### src/rtl/rf_write_arbiter_if.sv
// Writeback bundle between the ALU/load units, scoreboard and register file.
// Groups request handshakes, reservation, hazard check and write port.
interface rf_write_arbiter_if #(
    parameter int DATA_W = 8,
    parameter int ADDR_W = 2
);
    localparam int NREG = 2 ** ADDR_W;

    logic              alu_valid;
    logic [ADDR_W-1:0] alu_addr;
    logic [DATA_W-1:0] alu_data;
    logic              alu_ready;
    logic              ld_valid;
    logic [ADDR_W-1:0] ld_addr;
    logic [DATA_W-1:0] ld_data;
    logic              ld_ready;
    logic              rsv_valid;
    logic [ADDR_W-1:0] rsv_addr;
    logic [ADDR_W-1:0] chk_a;
    logic [ADDR_W-1:0] chk_b;
    logic              hazard;
    logic [NREG-1:0]   busy;
    logic              rf_we;
    logic [ADDR_W-1:0] rf_waddr;
    logic [DATA_W-1:0] rf_wdata;
    logic              sb_err;

    modport master (
        output alu_valid, alu_addr, alu_data,
        output ld_valid, ld_addr, ld_data,
        output rsv_valid, rsv_addr, chk_a, chk_b,
        input  alu_ready, ld_ready, hazard, busy,
        input  rf_we, rf_waddr, rf_wdata, sb_err
    );

    modport slave (
        input  alu_valid, alu_addr, alu_data,
        input  ld_valid, ld_addr, ld_data,
        input  rsv_valid, rsv_addr, chk_a, chk_b,
        output alu_ready, ld_ready, hazard, busy,
        output rf_we, rf_waddr, rf_wdata, sb_err
    );
endinterface

### src/rtl/rf_write_arbiter.sv
// Register-file write arbiter with load scoreboard and WAW blocking.
// Define RF_ARB_ROUND_ROBIN_EN to alternate contested grants; default favours loads.
module rf_write_arbiter #(
    parameter int DATA_W = 8,
    parameter int ADDR_W = 2
) (
    input  logic               clk,
    input  logic               rst_n,
    rf_write_arbiter_if.slave  bus
);
    localparam int NREG = 2 ** ADDR_W;

    logic [NREG-1:0]   busy_q;
    logic [NREG-1:0]   busy_nxt;
    logic              err_q;
    logic              we_q;
    logic [ADDR_W-1:0] waddr_q;
    logic [DATA_W-1:0] wdata_q;

    logic alu_elig;
    logic contest;
    logic ld_pref;
    logic ld_fire;
    logic alu_fire;

    assign alu_elig = ~busy_q[bus.alu_addr];
    assign contest  = bus.ld_valid & bus.alu_valid & alu_elig;

`ifdef RF_ARB_ROUND_ROBIN_EN
    typedef enum logic {LG_ALU, LG_LD} lg_e;

    lg_e lg_q;
    lg_e lg_nxt;

    always_ff @(posedge clk) begin
        if (!rst_n) lg_q <= LG_ALU;
        else        lg_q <= lg_nxt;
    end

    // Only contests move the pointer; uncontested grants leave it alone.
    always_comb begin
        lg_nxt = lg_q;
        if (rst_n && contest)
            lg_nxt = ld_fire ? LG_LD : LG_ALU;
    end

    assign ld_pref = (lg_q == LG_ALU);
`else
    assign ld_pref = 1'b1;
`endif

    assign ld_fire  = rst_n & bus.ld_valid & ~(contest & ~ld_pref);
    assign alu_fire = rst_n & bus.alu_valid & alu_elig & ~ld_fire;

    // Reservation is applied after the clear so a same-edge set wins.
    always_comb begin
        busy_nxt = busy_q;
        if (ld_fire)
            busy_nxt[bus.ld_addr] = 1'b0;
        if (bus.rsv_valid)
            busy_nxt[bus.rsv_addr] = 1'b1;
    end

    always_ff @(posedge clk) begin
        if (!rst_n) begin
            busy_q  <= '0;
            err_q   <= 1'b0;
            we_q    <= 1'b0;
            waddr_q <= '0;
            wdata_q <= '0;
        end else begin
            busy_q <= busy_nxt;
            if (ld_fire && !busy_q[bus.ld_addr])
                err_q <= 1'b1;
            we_q <= ld_fire | alu_fire;
            if (ld_fire) begin
                waddr_q <= bus.ld_addr;
                wdata_q <= bus.ld_data;
            end else if (alu_fire) begin
                waddr_q <= bus.alu_addr;
                wdata_q <= bus.alu_data;
            end
        end
    end

    assign bus.ld_ready  = ld_fire;
    assign bus.alu_ready = alu_fire;
    assign bus.hazard    = busy_q[bus.chk_a] | busy_q[bus.chk_b];
    assign bus.busy      = busy_q;
    assign bus.sb_err    = err_q;
    assign bus.rf_we     = we_q;
    assign bus.rf_waddr  = waddr_q;
    assign bus.rf_wdata  = wdata_q;
endmodule

### src/flat_wrapper.sv
// flat-port wrapper written by rule: the top's interface ports become plain ports
module rf_write_arbiter_flat 
#(
    parameter int DATA_W = 8,
    parameter int ADDR_W = 2
)
  (clk, rst_n, bus_alu_valid, bus_alu_addr, bus_alu_data, bus_ld_valid, bus_ld_addr, bus_ld_data, bus_rsv_valid, bus_rsv_addr, bus_chk_a, bus_chk_b, bus_alu_ready, bus_ld_ready, bus_hazard, bus_busy, bus_rf_we, bus_rf_waddr, bus_rf_wdata, bus_sb_err);
  rf_write_arbiter_if #(.DATA_W(DATA_W), .ADDR_W(ADDR_W)) bus_i ();
  input  logic clk;
  input  logic rst_n;
  input wire logic [$bits(bus_i.alu_valid)-1:0] bus_alu_valid;
  input wire logic [$bits(bus_i.alu_addr)-1:0] bus_alu_addr;
  input wire logic [$bits(bus_i.alu_data)-1:0] bus_alu_data;
  input wire logic [$bits(bus_i.ld_valid)-1:0] bus_ld_valid;
  input wire logic [$bits(bus_i.ld_addr)-1:0] bus_ld_addr;
  input wire logic [$bits(bus_i.ld_data)-1:0] bus_ld_data;
  input wire logic [$bits(bus_i.rsv_valid)-1:0] bus_rsv_valid;
  input wire logic [$bits(bus_i.rsv_addr)-1:0] bus_rsv_addr;
  input wire logic [$bits(bus_i.chk_a)-1:0] bus_chk_a;
  input wire logic [$bits(bus_i.chk_b)-1:0] bus_chk_b;
  output wire logic [$bits(bus_i.alu_ready)-1:0] bus_alu_ready;
  output wire logic [$bits(bus_i.ld_ready)-1:0] bus_ld_ready;
  output wire logic [$bits(bus_i.hazard)-1:0] bus_hazard;
  output wire logic [$bits(bus_i.busy)-1:0] bus_busy;
  output wire logic [$bits(bus_i.rf_we)-1:0] bus_rf_we;
  output wire logic [$bits(bus_i.rf_waddr)-1:0] bus_rf_waddr;
  output wire logic [$bits(bus_i.rf_wdata)-1:0] bus_rf_wdata;
  output wire logic [$bits(bus_i.sb_err)-1:0] bus_sb_err;
  assign bus_i.alu_valid = bus_alu_valid;
  assign bus_i.alu_addr = bus_alu_addr;
  assign bus_i.alu_data = bus_alu_data;
  assign bus_i.ld_valid = bus_ld_valid;
  assign bus_i.ld_addr = bus_ld_addr;
  assign bus_i.ld_data = bus_ld_data;
  assign bus_i.rsv_valid = bus_rsv_valid;
  assign bus_i.rsv_addr = bus_rsv_addr;
  assign bus_i.chk_a = bus_chk_a;
  assign bus_i.chk_b = bus_chk_b;
  assign bus_alu_ready = bus_i.alu_ready;
  assign bus_ld_ready = bus_i.ld_ready;
  assign bus_hazard = bus_i.hazard;
  assign bus_busy = bus_i.busy;
  assign bus_rf_we = bus_i.rf_we;
  assign bus_rf_waddr = bus_i.rf_waddr;
  assign bus_rf_wdata = bus_i.rf_wdata;
  assign bus_sb_err = bus_i.sb_err;
  rf_write_arbiter #(.DATA_W(DATA_W), .ADDR_W(ADDR_W)) u_core (.clk(clk), .rst_n(rst_n), .bus(bus_i));
endmodule
### config.mk
export PLATFORM = sky130hd
export DESIGN_NAME = rf_write_arbiter_flat
export DESIGN_NICKNAME = d
export VERILOG_FILES = /design/src/rtl/rf_write_arbiter_if.sv /design/src/rtl/rf_write_arbiter.sv /design/src/flat_wrapper.sv
export SDC_FILE = /design/constraint.sdc
export NUM_CORES = 1
export LEC_CHECK = 0
export CAP_MARGIN = 20
export CORE_ASPECT_RATIO = 1.75
export CORE_UTILIZATION = 30
export CTS_BUF_LIST = sky130_fd_sc_hd__clkbuf_4
export DETAILED_ROUTE_END_ITERATION = 6
export GPL_TIMING_DRIVEN = 1
export PLACE_DENSITY = 0.75
export SYNTH_ARGS = -nofsm -noshare
export SYNTH_HDL_FRONTEND = slang
export SYNTH_SLANG_ARGS = --single-unit
### constraint.sdc
create_clock -name clk -period 3.25 [get_ports clk]
set_clock_uncertainty 0.05 [all_clocks]
set_input_delay 0.65 -clock clk [delete_from_list [all_inputs] [get_ports clk]]
set_output_delay 0.65 -clock clk [all_outputs]
set_load 0.005 [all_outputs]
# Word level (Yosys, flattened, before mapping)
# Index checks and enable logic that the tools add are counted.
dict set report word_totals {
  mem_bits_ro 0
  mem_bits_rw 0
  elab_cells 46
  n_memories 0
  output_inout_bits 19
  regBits 16
  latch_bits 0
  input_bits 31
}
dict set report op_classes {
  muxes 18
  magnitude_cmp 7
  shifts 0
  n_mul 0
  n_addsub 0
  div_mod_pow 0
  bitwise 11
  n_eq_ne 0
  reduce_logical 5
}
# op n
set op_table {}
lappend op_table {{2-to-1 mux 8 bit} 2}
lappend op_table {{< comparator 2 x 3 -> 1 bit, second input constant} 5}
lappend op_table {{binary-select mux 1 bit (select 2 bit)} 4}
lappend op_table {{2-to-1 mux 4 bit} 2}
lappend op_table {{2-to-1 mux 1 bit} 6}
lappend op_table {{AND 1 bit} 4}
lappend op_table {{AND 4 bit} 1}
lappend op_table {{demux 1 bit (select 2 bit)} 2}
lappend op_table {{greater-or-equal comparator 2 x 1 -> 1 bit, second input constant} 2}
lappend op_table {{2-to-1 mux 2 bit} 2}
lappend op_table {{NOT 4 bit} 1}
lappend op_table {{OR 4 bit} 1}
lappend op_table {{logical AND 1 bit} 3}
lappend op_table {{NOT 1 bit} 2}
lappend op_table {{OR 1 bit} 2}
lappend op_table {{nonzero test 2 bit} 1}
lappend op_table {{logical NOT 1 bit} 1}

# Logic depth before layout (Yosys ltp)
dict set report logic_depth {
  ltp_word 9
  ltp_mapped 5
  mapped_depth_nobuf 3
}

# Worst setup path after synthesis
# OpenSTA, ideal clock, no wires.
dict set report synth_timing {
  path_type {input to output}
  startpoint {input port bus_alu_addr[0]}
  endpoint {output port bus_alu_ready}
  setup_slack_ns 1.212
  required_time_ns 2.550
  stages 3
  arrival_time_ns 1.338
  n_path_buf 0
  cell_sequence {mux2i_1 a22oi_1 nor2_1}
}
dict set report synth_via {
  elab_chain_len 5
}
# element line
set synth_lines {}
lappend synth_lines {{from (decl)} flat_wrapper.sv:12} ;# input wire logic [$bits(bus_i.alu_addr)-1:0] bus_alu_addr;
lappend synth_lines {{binary-select mux 1 bit (select 2 bit)} rf_write_arbiter.sv:26} ;# assign alu_elig = ~busy_q[bus.alu_addr];
lappend synth_lines {{2-to-1 mux 1 bit (not written as such)} rf_write_arbiter.sv:26}
lappend synth_lines {{NOT 1 bit} rf_write_arbiter.sv:26}
lappend synth_lines {{AND 1 bit (2 in a row)} rf_write_arbiter.sv:53} ;# assign alu_fire = rst_n & bus.alu_valid & alu_elig & ~ld_fire;
lappend synth_lines {{to (decl)} flat_wrapper.sv:21} ;# output wire logic [$bits(bus_i.alu_ready)-1:0] bus_alu_ready;
# No other way between the ends. The select of a mux whose other input is x is not followed.

# Worst setup path in the final report
# Same ends and word-level chain as after synthesis.

==> reports/qor.csv <==
stage,metric,value,unit
status,status,finished clean,
synthesis,async_flop_share,0,
sta,slew_violations,0,
drt,ant_nets,0,
global_routing,overflow,0,
global_routing,grt_pass1_vias,919,
placed_design,numPortBuffers,49,
synthesis,synth_top_area_cell,dfxtp_1,
pwr,power_frac_seq,0.466,
pwr,power.share.switching,0.2571,
pwr,power_frac_clock,0.224,
pwr,ir_worst_vdd,0.1889,mV
sta,min_period_over_period,0.8956,
die,fp.dieH,75.99,µm
clock_tree,cts_tree,done,
synthesis,synth_area_leaders,"dfxtp_1 34%, mux2i_1 11%, mux2_2 9.6%, nand2_1 9.2%, nor2b_1 3.3%",
die,io_pins,50,
drt,num_vias,927,
layout,drive_gt1_frac,0.1299,
critical_path,cp.arrival,2.21,ns
layout,area_delta_synth_final,59.07,%
global_routing,grt_max_degree,25,
synthesis,postSynthCellCount,104,
clock_tree,cts_setup_buffers,0,
critical_path,crit_family,buffers and inverters,
critical_path,critPathSlowestCell,clkdlybuf4s50_1,
placed_design,placedCellCount,192,
pwr,p_sw,121.6,µW
sta,hold_viol,0,
clock_tree,ctsRootBufferMaster,clkbuf_4,
run,drv_cap,0,
synthesis,synthFlopType,dfxtp_1,
synthesis,synth_top_area_frac,0.3413,
placed_design,routabilityCongestion,0.7863,
die,fp-row-count,26,
pwr,power.leakage,0.0005893,µW
synthesis,ys_types,30,
drt,drt-initial-drc-count,10,
synthesis,ys_ff_latch,16,
drt,route.detailed.drc,0,
clock_tree,clockBufferDepth,2,
critical_path,critical_path_class,primary input to primary output,
global_routing,antenna_found_initial,0,
clock_tree,clock-sinks,16,
clock_tree,cts_buffers,3,
synthesis,synth_edf_count,0,
critical_path,worstPathRequired,2.55,ns
pwr,internal_power,351.5,µW
clock_tree,post_cts_resized,0,
critical_path,max_stage_delay,0.54,ns
clock_tree,clkLatencyLatePin,0.28,ns
die,fp.dieArea,3364,µm²
worst_hold_path,hold_path_class,flop to flop,
clock_tree,htree_levels,1,
synthesis,synth_area_per_cell,9.023,µm²
critical_path,cp_max_fo,3,
sta,fmax,343.6,MHz
drt,viasPerCell,4.730,
placed_design,dpl.hpwl,1.920,mm
pwr,combPwrFrac,0.310,
sta,relSlewSlack,0.5967,
critical_path,worstPathCellList,clkdlybuf4s50_1 -> mux2i_1 -> a22oi_1 -> nor2_1 -> clkdlybuf4s50_1,
die,initial_core_util,0.3170,
die,die_w,44.28,µm
pwr,p_per_area,317.0,nW/µm²
layout,antenna_cells,0,
critical_path,cpMostUsedCell,clkdlybuf4s50_1,
clock_tree,clk_pin_slew,0.09,ns
synthesis,yosys_warnings,0,
synthesis,syn_nets,135,
sta,tightest_slew,0.6049,ns
pwr,power,473.2,µW
critical_path,crit_path_start_kind,primary input,
die,coreArea,2960,µm²
synthesis,yosysSeqAreaShare,0.3413,
critical_path,cp-end-kind,primary output,
synthesis,syn-cell-area,938.4,µm²
sta,min_period,2.911,ns
sta,setup_violations,0,
layout,stdcell_count,196,
clock_tree,hold_buffers,0,
global_routing,grt_pass1_wl,3.884,mm
sta,fin_tns_setup,0,ns
sta,rsz0062_at_grt,no,
critical_path,path_buf_inv,2,
layout,nNetsFinal,186,
drt,drt_pass1_iterations,4,
placed_design,post-place-ws,0.3270,ns
sta,setup_ws,0.3393,ns
drt,routed_wl,2.400,mm
global_routing,grt_usage,0.1522,
drt,drt-wirelength-per-cell,12.24,µm
sequential cells by signal, indices dropped and copies added, names as in the netlist:
register	count
u_core.bus.sb_err	1
u_core.bus.rf_wdata	8
u_core.bus.rf_waddr	2
u_core.bus.busy	4
u_core.bus.rf_we	1
worst register-to-register path, delay by kind of cell, from the launching register on:
kind,cells,cell delay (ns)
mux,2,0.40
flops,1,0.40
compound gates,1,0.58
buf+inv,1,0.17
power by group through the flow:
stage | Combinational (µW) | Clock, µW | Sequential, µW
final | 147 | 106 | 221
after global routing | 158 | 118 | 222
after CTS | 148 | 110 | 221
after detailed placement | 147 | 0 | 226
after global placement | 143 | 0 | 225
after floorplan | 59.8 | 0 | 226
per-layer routing:
layer / GRT usage / part of all wire / vias to the layer above
met5: 0 / 0 / -
met4: 0.05455 / 0.012 / 0
met3: 0.03081 / 0.036 / 4
met2: 0.2853 / 0.57 / 29
met1: 0.1543 / 0.38 / 427
li1: - / - / 467
stage by stage:
step | hold slack, ns | util | instance area, µm²
6_report | 0.4110 | 0.5042 | 1493
5_1_grt | 0.4295 | 0.5042 | 1493
4_1_cts | 0.4185 | 0.5042 | 1493
3_5_place_dp | 0.3976 | 0.4954 | 1466
3_3_place_gp | 0.3964 | 0.4954 | 1466
2_1_floorplan | 0.3987 | - | 938.4
cell type report:
| class | count | area, µm² |
|---|---|---|
| Fill cell | 286 | 1468 |
| Multi-Input combinational cell | 78 | 561.8 |
| Timing Repair Buffer | 53 | 520.5 |
| Sequential cell | 16 | 320.3 |
| Tap cell | 42 | 52.55 |
| Clock buffer | 3 | 22.52 |
| Inverter | 3 | 11.26 |
| Clock inverter | 1 | 3.754 |
synth_stat cells, drive strengths merged (2+ instances only):
master	count
a21boi	4
a221oi	2
a22o	2
buf	5
clkbuf	2
dfxtp	16
inv	3
mux2	8
mux2i	10
nand2	23
nand3b	2
nor2	2
nor2b	5
o21ai	6
cell usage in the layout (no fill, tap or decap), types with 3 or more instances in the layout:
| master | instances |
|---|---|
| clkdlybuf4s50_1 | 49 |
| buf_4 | 4 |
| dfxtp_1 | 16 |
| a21boi_0 | 4 |
| o21ai_0 | 6 |
| mux2_2 | 8 |
| clkbuf_4 | 3 |
| nor2b_1 | 5 |
| nand2_1 | 23 |
| mux2i_1 | 10 |
| inv_1 | 3 |
worst paths after layout:
check	slack, ns	to	cells after the start	startpoint
worst min register to register	0.41	u_core.bus.sb_err	2	u_core.bus.sb_err
worst max register to register	1.57	u_core.bus.rf_wdata[3]	4	u_core.bus.busy[1]
worst max-delay path	0.34	bus_alu_ready	5	bus_alu_addr[0]
worst min-delay path	0.41	u_core.bus.sb_err	2	u_core.bus.sb_err
cell families (layout without fill, tap and decap cells):
group / count (synthesis) / count (layout) / synth area share
AND/OR/NAND/NOR: 39 / 39 / 0.2000
AO/OA/AOI/OAI: 20 / 20 / 0.1720
multiplexers: 19 / 19 / 0.2267
flip-flops: 16 / 16 / 0.3413
buffers and inverters: 10 / 60 / 0.06000
Note: power is estimated with default switching activity, not from simulation.
